--- src/rtl/avm_port_arbiter.sv ---
// Shares one Avalon-MM master port between a read requester and a write requester.
// Round-robin between the two; a write never issues while pipelined reads are still outstanding.
module avm_port_arbiter #(
  parameter int ADDR_W          = 32,
  parameter int DATA_W          = 32,
  parameter int MAX_OUTSTANDING = 4
) (
  input  logic              clk,
  input  logic              n_rst,
  input  logic              rd_req,
  input  logic [ADDR_W-1:0] rd_addr,
  output logic              rd_grant,
  output logic              rd_valid,
  output logic [DATA_W-1:0] rd_data,
  input  logic              wr_req,
  input  logic [ADDR_W-1:0] wr_addr,
  input  logic [DATA_W-1:0] wr_data,
  output logic              wr_grant,
  output logic [ADDR_W-1:0] avm_address,
  output logic              avm_read,
  output logic              avm_write,
  output logic [DATA_W-1:0] avm_writedata,
  input  logic              avm_waitrequest,
  input  logic [DATA_W-1:0] avm_readdata,
  input  logic              avm_readdatavalid,
  output logic              busy,
  output logic              protocol_err
);
  localparam int CNT_W = $clog2(MAX_OUTSTANDING + 1);
  localparam logic [CNT_W-1:0] MAX_CNT = CNT_W'(MAX_OUTSTANDING);

  typedef enum logic [1:0] {IDLE, RD_CMD, WR_CMD, DRAIN} state_t;

  state_t           state, state_n;
  logic [CNT_W-1:0] outstanding, outstanding_n;
  logic             last_rd, last_rd_n;
  logic             rd_accept, wr_accept, rd_ret, rd_elig, ld_rd, ld_wr;

  // The strobes come straight from the state register, so a grant is the
  // registered strobe qualified by the slave's accept in the same cycle.
  assign rd_accept = avm_read & ~avm_waitrequest;
  assign wr_accept = avm_write & ~avm_waitrequest;
  assign rd_grant  = rd_accept;
  assign wr_grant  = wr_accept;
  assign rd_ret    = avm_readdatavalid & (outstanding != '0);
  assign rd_elig   = rd_req & (outstanding < MAX_CNT);

  always_comb begin
    outstanding_n = outstanding;
    if (rd_accept & ~rd_ret)      outstanding_n = outstanding + 1'b1;
    else if (~rd_accept & rd_ret) outstanding_n = outstanding - 1'b1;
  end

  always_comb begin
    state_n   = state;
    last_rd_n = last_rd;
    case (state)
      IDLE: begin
        // On a tie the side that did not win last time goes first.
        if (rd_elig && (!wr_req || !last_rd)) state_n = RD_CMD;
        else if (wr_req)                      state_n = (outstanding == '0) ? WR_CMD : DRAIN;
      end
      DRAIN: begin
        if (outstanding_n == '0) state_n = WR_CMD;
      end
      RD_CMD: begin
        if (!avm_waitrequest) begin
          state_n   = IDLE;
          last_rd_n = 1'b1;
        end
      end
      WR_CMD: begin
        if (!avm_waitrequest) begin
          state_n   = IDLE;
          last_rd_n = 1'b0;
        end
      end
      default: state_n = IDLE;
    endcase
  end

  assign ld_rd = (state_n == RD_CMD) && (state != RD_CMD);
  assign ld_wr = (state_n == WR_CMD) && (state != WR_CMD);

  always_ff @(posedge clk or negedge n_rst) begin
    if (!n_rst) begin
      state         <= IDLE;
      outstanding   <= '0;
      last_rd       <= 1'b0;
      avm_read      <= 1'b0;
      avm_write     <= 1'b0;
      avm_address   <= '0;
      avm_writedata <= '0;
      rd_valid      <= 1'b0;
      rd_data       <= '0;
      busy          <= 1'b0;
      protocol_err  <= 1'b0;
    end else begin
      state       <= state_n;
      outstanding <= outstanding_n;
      last_rd     <= last_rd_n;
      avm_read    <= (state_n == RD_CMD);
      avm_write   <= (state_n == WR_CMD);
      if (ld_rd) avm_address <= rd_addr;
      if (ld_wr) begin
        avm_address   <= wr_addr;
        avm_writedata <= wr_data;
      end
      rd_valid <= rd_ret;
      if (rd_ret) rd_data <= avm_readdata;
      busy <= (state_n != IDLE) || (outstanding_n != '0);
      // Data returned with nothing in flight is dropped and flagged until reset.
      if (avm_readdatavalid && (outstanding == '0)) protocol_err <= 1'b1;
    end
  end
endmodule

--- config.mk ---
export PLATFORM = sky130hd
export DESIGN_NAME = avm_port_arbiter
export DESIGN_NICKNAME = d
export VERILOG_FILES = /design/src/rtl/avm_port_arbiter.sv
export SDC_FILE = /design/constraint.sdc
export NUM_CORES = 1
export LEC_CHECK = 0
export CORE_ASPECT_RATIO = 0.6
export CORE_MARGIN = 3
export CORE_UTILIZATION = 40
export CTS_BUF_LIST = sky130_fd_sc_hd__clkbuf_8 sky130_fd_sc_hd__clkbuf_16
export DETAILED_ROUTE_END_ITERATION = 7
export PLACE_DENSITY = 0.8
export SYNTH_ARGS = -nofsm -noshare
export SYNTH_HDL_FRONTEND = slang
export SYNTH_SLANG_ARGS = --single-unit
--- constraint.sdc ---
create_clock -name clk -period 2.97 [get_ports clk]
set_input_delay 0.297 -clock clk [delete_from_list [all_inputs] [get_ports clk]]
set_output_delay 0.297 -clock clk [all_outputs]
set_load 0.05 [all_outputs]
==> qor.yml, run 1 <==
clock_tree:
  clock_latency_ns: 0.33
  cts_sinks: 107
  cts.path.max_buffers: 2
  tritoncts: "done"
  cts_inserted_buffers: 9
  clkSlewWorstSetupHoldPaths_ns: 0.06
  cts_repair_resized_insts: 0
  h-tree-depth: 3
  ctsRootBufferMaster: "clkbuf_16"
timing:
  finalHoldViolations: 0
  report.final.setup_viol: 0
  maximum_operating_frequency_mhz: 366.1
  grt_setup_unrepaired: "false"
  hold_ws_ns: 0.4715
  final.setup.tns_ns: 0
  worst_pin_slew_ns: 0.5872
  final.setup.worst_slack_ns: 0.2382
  finalWorstPathRequiredPeriod_ns: 2.732
  slew_viol_final: 0
  min_period_over_period_pct: 91.98
  max_slew_margin_pct: 60.85
  skew_ns: 0.006726
floorplan:
  fp.dieW_um: 144.2
  initial_core_util_pct: 42.13
  num_rows: 29
  design.core.area_mm2: 0.01089
  floorplan.die_area_mm2: 0.01283
  fp.dieH_um: 88.94
  floorplan.io_pins: 237
finish:
  number_of_fill_cells: 777
  seqCellArea_mm2: 0.002678
  multi_input_comb_area_mm2: 0.001795
  areaGrowthSynthToFinish_pct: 62.37
  post-route-cell-area_mm2: 0.007446
  drive_above_1_share_pct: 21.11
  finalNetCount: 695
  diodes: 0
setup_path:
  timing.setup.critical_path_class: "reg2reg"
  cp_endpoint_kind: "flip-flop"
  worst_setup_path_start_kind: "flip-flop"
  worst-endpoint-arrival_ns: 3.00
  worstPathMaxFanout: 32
  crit_required_ns: 3.24
routing:
  via_per_inst: 4.926
  route.antenna.remaining_nets: 0
  initialDrtViolationCount: 103
  firstDrtPassIters: 4
  route.detailed.wl_per_inst_um: 18.23
  route.final.wire_length_mm: 12.72
  via_count: 3438
  detail_route.drc_violations: 0
placement:
  placed_cell_area_mm2: 0.007131
  portBuffers: 236
  dp_hpwl_mm: 9.706
  globalplace.congestion: 0.8914
  dp_slack_ns: 0.2398
synth:
  synth.net_count: 455
  asyncSetResetFlopFracSynth_pct: 100.0
  dominantRegCellSynth: "dfrtp_1"
  yosysSeqAreaShare_pct: 58.39
  synth_cell_type_count: 43
  post_synth_inst_count: 314
  synth_seq_cells: 107
  post_synth_edffs: 0
  postSynthAreaPerCell_um2: 14.60
  synthesis.area_mm2: 0.004586
  ys_warn_count: 0
power:
  max-vdd-ir-drop_mv: 0.8598
  p_total_mw: 10.61
  p_leak_nw: 3.109
  power.density_mw_per_mm2: 1424
run:
  cap_viol_max_count: 0
global_routing:
  initial_antenna_violation_count: 0
  pin_count_of_the_biggest_net_entering_global_routing: 64
  grt_pass1_wl_mm: 19.33
  globalRouteTotalUtil_pct: 19.51
  global_route.overflow_total: 0
  number_of_global_route_vias_before_repair: 3732
worst_hold_path:
  hold_class: "reg2reg"
status:
  run_status: "finished, final reports clean"
-- Yosys cell counts, types with 2 or more instances --
| cell type | count | share of area, % |
|---|---|---|
| inv_1 | 8 | 0.65 |
| o221a_1 | 2 | 0.49 |
| dfrtp_1 | 107 | 58 |
| o221a_2 | 30 | 7.4 |
| ha_1 | 7 | 1.9 |
| mux2_2 | 36 | 8.8 |
| nand2b_4 | 2 | 0.60 |
| nor2_1 | 8 | 0.65 |
| a21oi_1 | 4 | 0.44 |
| a21o_1 | 5 | 0.82 |
| nand2_1 | 2 | 0.16 |
| mux2_1 | 8 | 2.0 |
| buf_2 | 6 | 0.65 |
| mux2_4 | 20 | 6.5 |
| o21ai_0 | 2 | 0.22 |
| nand2b_1 | 33 | 4.5 |
| clkbuf_1 | 6 | 0.49 |
| buf_6 | 3 | 0.74 |
-- sequential cells by signal (all words and copies together), names as in the netlist --
signal,cells
rd_valid,1
busy,1
outstanding,3
state,2
rd_data,32
last_rd,1
avm_writedata,32
avm_address,32
avm_read,1
avm_write,1
protocol_err,1
-- cells in the final DEF, fill, tap and decap left out, drive strengths merged, types with 2 or more instances in the layout --
master / instances
inv: 10
a2111oi: 2
mux2: 64
clkinv: 3
o21ai: 3
a21oi: 4
buf: 8
nor2: 8
nand2: 3
ha: 7
dfrtp: 107
nand2b: 35
o221a: 32
clkbuf: 11
nor4: 2
a21o: 5
clkdlybuf4s50: 235
-- critical path, stage by stage (launching register included) --
cell and delay, ns:
dfrtp_1 0.46, inv_1 0.12, ha_1 0.35, a2111oi_0 0.51
nor4_2 0.13, o41ai_4 0.35, a21o_1 0.17, buf_4 0.31
o221a_2 0.26
-- stage by stage --
stage          instances  util, %
6_report             698    68.40
5_1_grt              698    68.40
4_1_cts              698    68.40
3_5_place_dp         681    65.51
3_3_place_gp         681    65.51
2_1_floorplan        314        -
-- path summary, 6_finish.rpt --
kind | start | endpoint | slack (ns) | cells after the start
max | outstanding[0]$_DFF_PN0_ | avm_address[10]$_DFFE_PN0P_ | 0.24 | 8
min | protocol_err$_DFFE_PN0P_ | protocol_err$_DFFE_PN0P_ | 0.47 | 1
max reg2reg | outstanding[0]$_DFF_PN0_ | avm_address[10]$_DFFE_PN0P_ | 0.24 | 8
min reg2reg | protocol_err$_DFFE_PN0P_ | protocol_err$_DFFE_PN0P_ | 0.47 | 1
max in group asynchronous | n_rst | avm_writedata[8]$_DFFE_PN0P_ | 1.74 | 3
min in group asynchronous | n_rst | rd_valid$_DFF_PN0_ | 0.50 | 2
-- cell type report --
type	instances	area share, %
clock buffers	11	3.394
clock inverters	5	0.7058
inverters	9	0.4537
multi-input cells	183	24.11
flip-flops and latches	107	35.96
well taps	139	2.336
repair buffers	244	33.04
-- kinds of logic (layout without fill, tap and decap cells) --
family / after synthesis / in the layout / synth area share (%)
DFF: 107 / 107 / 58.39
muxes: 65 / 65 / 17.57
and+or+nand+nor: 59 / 59 / 8.186
AOI/OAI and AO/OA: 51 / 51 / 11.13
buffers and inverters: 24 / 269 / 2.619
adders and majority gates: 7 / 7 / 1.910
xor gates and xnor gates: 1 / 1 / 0.1910
-- report_power, final --
group | internal, mW | switching, mW
Sequential | 2.20 | 0.440
Clock | 0.695 | 0.498
Combinational | 2.80 | 3.97
Total | 5.70 | 4.91
-- layer usage --
layer	up-vias	track usage, %	part of all wire, %
li1	1621	-	-
met1	1673	24.37	42
met2	138	32.78	48
met3	6	7.215	9.3
met4	0	4.742	0.80
met5	-	0	0
-- repair_timing --
| item | 4_1_cts | 5_1_grt |
|---|---|---|
| hold endpoints to repair | 44 | 0 |
| hold buffers | 1 | 0 |
| setup buffers | 0 | 0 |
Note: power is estimated with default switching activity, not from simulation.
==> run 2, diff against run 1 <==
--- a/config.mk
+++ b/config.mk
@@ -6,7 +6,6 @@
 export NUM_CORES = 1
 export LEC_CHECK = 0
 export CORE_ASPECT_RATIO = 0.6
-export CORE_MARGIN = 3
 export CORE_UTILIZATION = 40
 export CTS_BUF_LIST = sky130_fd_sc_hd__clkbuf_8 sky130_fd_sc_hd__clkbuf_16
 export DETAILED_ROUTE_END_ITERATION = 7
==> run 2 against run 1 <==
Net effect:
- critical path depth stayed put
- first-iteration DRC count is 36% higher
- clock skew is 0.0026 ns higher
- routed wire length is 2.3% lower
- core utilization is 0.17 points higher
- final area hardly changed
- sequential power hardly changed
- die area is 7.1% lower
- via count is 1.7% higher
- clock-buffer cell count is 2 lower
- sequential cell count stayed put
- the run now ends with negative hold slack left
==> qor.yml, run 2 (synthesis gave the netlist of run 1 again) <==
status:
  run_status: "complete, but fails checks"
  failed_checks: "negative hold slack"
clock_tree:
  ctsRootBufferMaster: "clkbuf_16"
  clock_latency_ns: 0.34
  cts.path.max_buffers: 2
  tritoncts: "done"
  cts_sinks: 107
  h-tree-depth: 3
  clkSlewWorstSetupHoldPaths_ns: 0.07
  cts_hold_buf: 0
  cts_inserted_buffers: 9
  cts_repair_resized_insts: 0
  cts_setup_buffers: 0
timing:
  min_period_over_period_pct: 93.88
  finalWorstPathRequiredPeriod_ns: 2.788
  report.final.setup_viol: 0
  slew_viol_final: 0
  grt_setup_unrepaired: "false"
  max_slew_margin_pct: 52.84
  skew_ns: 0.009333
  worst_pin_slew_ns: 0.7075
  hold_ws_ns: -0.003573
  maximum_operating_frequency_mhz: 358.7
  finalHoldViolations: 1
  final.setup.tns_ns: 0
setup_path:
  crit_required_ns: 3.20
  worst_setup_path_start_kind: "flip-flop"
  cp_endpoint_kind: "flip-flop"
  worst-endpoint-arrival_ns: 3.01
  cp_cell_sequence: "inv_1 > ha_1 > a2111oi_0 > nor4_2 > o41ai_4 > nand2_4 > buf_12 > mux2_4"
  cpPeakStageDelay_ns: 0.58
  crit_slowest_cell: "a2111oi_0"
  timing.setup.critical_path_class: "reg2reg"
  worstPathMaxFanout: 29
finish:
  layout_top_registers: "avm_address x32, avm_writedata x32, rd_data x32"
  areaGrowthSynthToFinish_pct: 62.24
  diodes: 0
  finalNetCount: 693
  drive_above_1_share_pct: 21.18
  final_common_cell: "clkdlybuf4s50_1"
  layout.cells.non_filler: 696
  post-route-cell-area_mm2: 0.007440
  most_frequent_cells_in_the_layout: "235 x clkdlybuf4s50_1, 107 x dfrtp_1, 36 x mux2_2, 33 x nand2b_1, 30 x o221a_2"
global_routing:
  global_route.overflow_total: 0
  grt_pass1_wl_mm: 19.74
  pin_count_of_the_biggest_net_entering_global_routing: 55
  number_of_global_route_vias_before_repair: 3755
  initial_antenna_violation_count: 0
  globalRouteTotalUtil_pct: 21.44
worst_hold_path:
  hold_class: "in2async"
placement:
  dp_hpwl_mm: 9.327
  globalplace.congestion: 0.8226
  portBuffers: 236
  numPlacedInstances: 680
  placed_cell_area_mm2: 0.007141
power:
  p_leak_nw: 3.095
  max-vdd-ir-drop_mv: 0.8913
  p_sw_share_pct: 46.49
  total_switching_power_mw: 4.961
  comb_power_share_pct: 64.1
  power.density_mw_per_mm2: 1434
  clock_network_fraction_of_design_power_pct: 11.2
  power.share.sequential_pct: 24.6
  internal-power_mw: 5.711
floorplan:
  num_rows: 29
  fp.dieH_um: 84.94
  floorplan.die_area_mm2: 0.01191
  initial_core_util_pct: 42.27
  floorplan.io_pins: 237
  fp.dieW_um: 140.2
  design.core.area_mm2: 0.01085
routing:
  detail_route.drc_violations: 0
  via_per_inst: 5.022
  initialDrtViolationCount: 140
  via_count: 3495
  route.final.wire_length_mm: 12.43
  route.antenna.remaining_nets: 0
  firstDrtPassIters: 4
  route.detailed.wl_per_inst_um: 17.86
run:
  cap_viol_max_count: 0
run 2: cell count changes in the layout (fill, tap and decap cells not counted):
cell           change
buf_12             +1
buf_4              -2
clkbuf_8           -2
clkinvlp_4         +1
dlygate4sd3_1      -1
inv_1              -1
inv_6              +2
nor2_2             -1
nor2_4             +1
run 2: final cells by class:
class / count / area [um2]
tap: 139 / 173.9
fill: 763 / 3410
clock buffer: 9 / 225.2
sequential: 107 / 2678
timing repair buffer: 242 / 2455
inverter: 9 / 33.78
clock inverter: 7 / 73.82
multi-input combinational: 183 / 1800
run 2: per-stage QoR:
stage / total power, mW / setup slack, ns / hold WS (ns) / util, %
5_1_grt: 11.19 / 0.04909 / 0.05341 / 68.57
4_1_cts: 10.77 / 0.1712 / 0.02569 / 68.57
2_1_floorplan: 7.336 / 0.4202 / 0.001409 / -
3_5_place_dp: 9.536 / 0.1712 / 0.3964 / 65.82
3_3_place_gp: 9.373 / 0.2777 / 0.3755 / 65.82
6_report: 10.67 / 0.1818 / -0.003573 / 68.57
run 2: metal layers:
| metal | share of wire (%) | vias up | track usage, % |
|---|---|---|---|
| met3 | 11 | 13 | 9.650 |
| met2 | 48 | 146 | 36.50 |
| met1 | 40 | 1712 | 24.75 |
| met5 | 0 | - | 0 |
| met4 | 1.4 | 0 | 5.495 |
| li1 | - | 1624 | - |
run 2: power by group through the flow:
stage                     sequential (mW)  combinational (mW)  clock (mW)
after detailed placement             2.63                6.91           0
after floorplan                      4.85                2.48           0
final                                2.63                6.84        1.20
after CTS                            2.63                6.90        1.24
after global placement               2.61                6.76           0
after global routing                 2.71                7.18        1.30
run 2: path summary, 6_finish.rpt:
path | startpoint | end | slack [ns] | cells after the start
max in group asynchronous | n_rst | rd_data[14]$_DFFE_PN0P_ | 2.20 | 2
min in group clk | protocol_err$_DFFE_PN0P_ | protocol_err$_DFFE_PN0P_ | 0.47 | 1
worst min-delay path | n_rst | rd_data[17]$_DFFE_PN0P_ | -0.004 | 1
worst min register to register | protocol_err$_DFFE_PN0P_ | protocol_err$_DFFE_PN0P_ | 0.47 | 1
worst max-delay path | outstanding[0]$_DFF_PN0_ | avm_writedata[7]$_DFFE_PN0P_ | 0.18 | 8
worst max register to register | outstanding[0]$_DFF_PN0_ | avm_writedata[7]$_DFFE_PN0P_ | 0.18 | 8
run 2: critical path, delay by kind of cell (launching register included):
| family | cells | cell delay [ns] |
|---|---|---|
| compound gates | 2 | 0.94 |
| fa+ha+maj | 1 | 0.36 |
| buf+inv | 2 | 0.33 |
| flops | 1 | 0.46 |
| mux | 1 | 0.32 |
| simple gates | 2 | 0.27 |
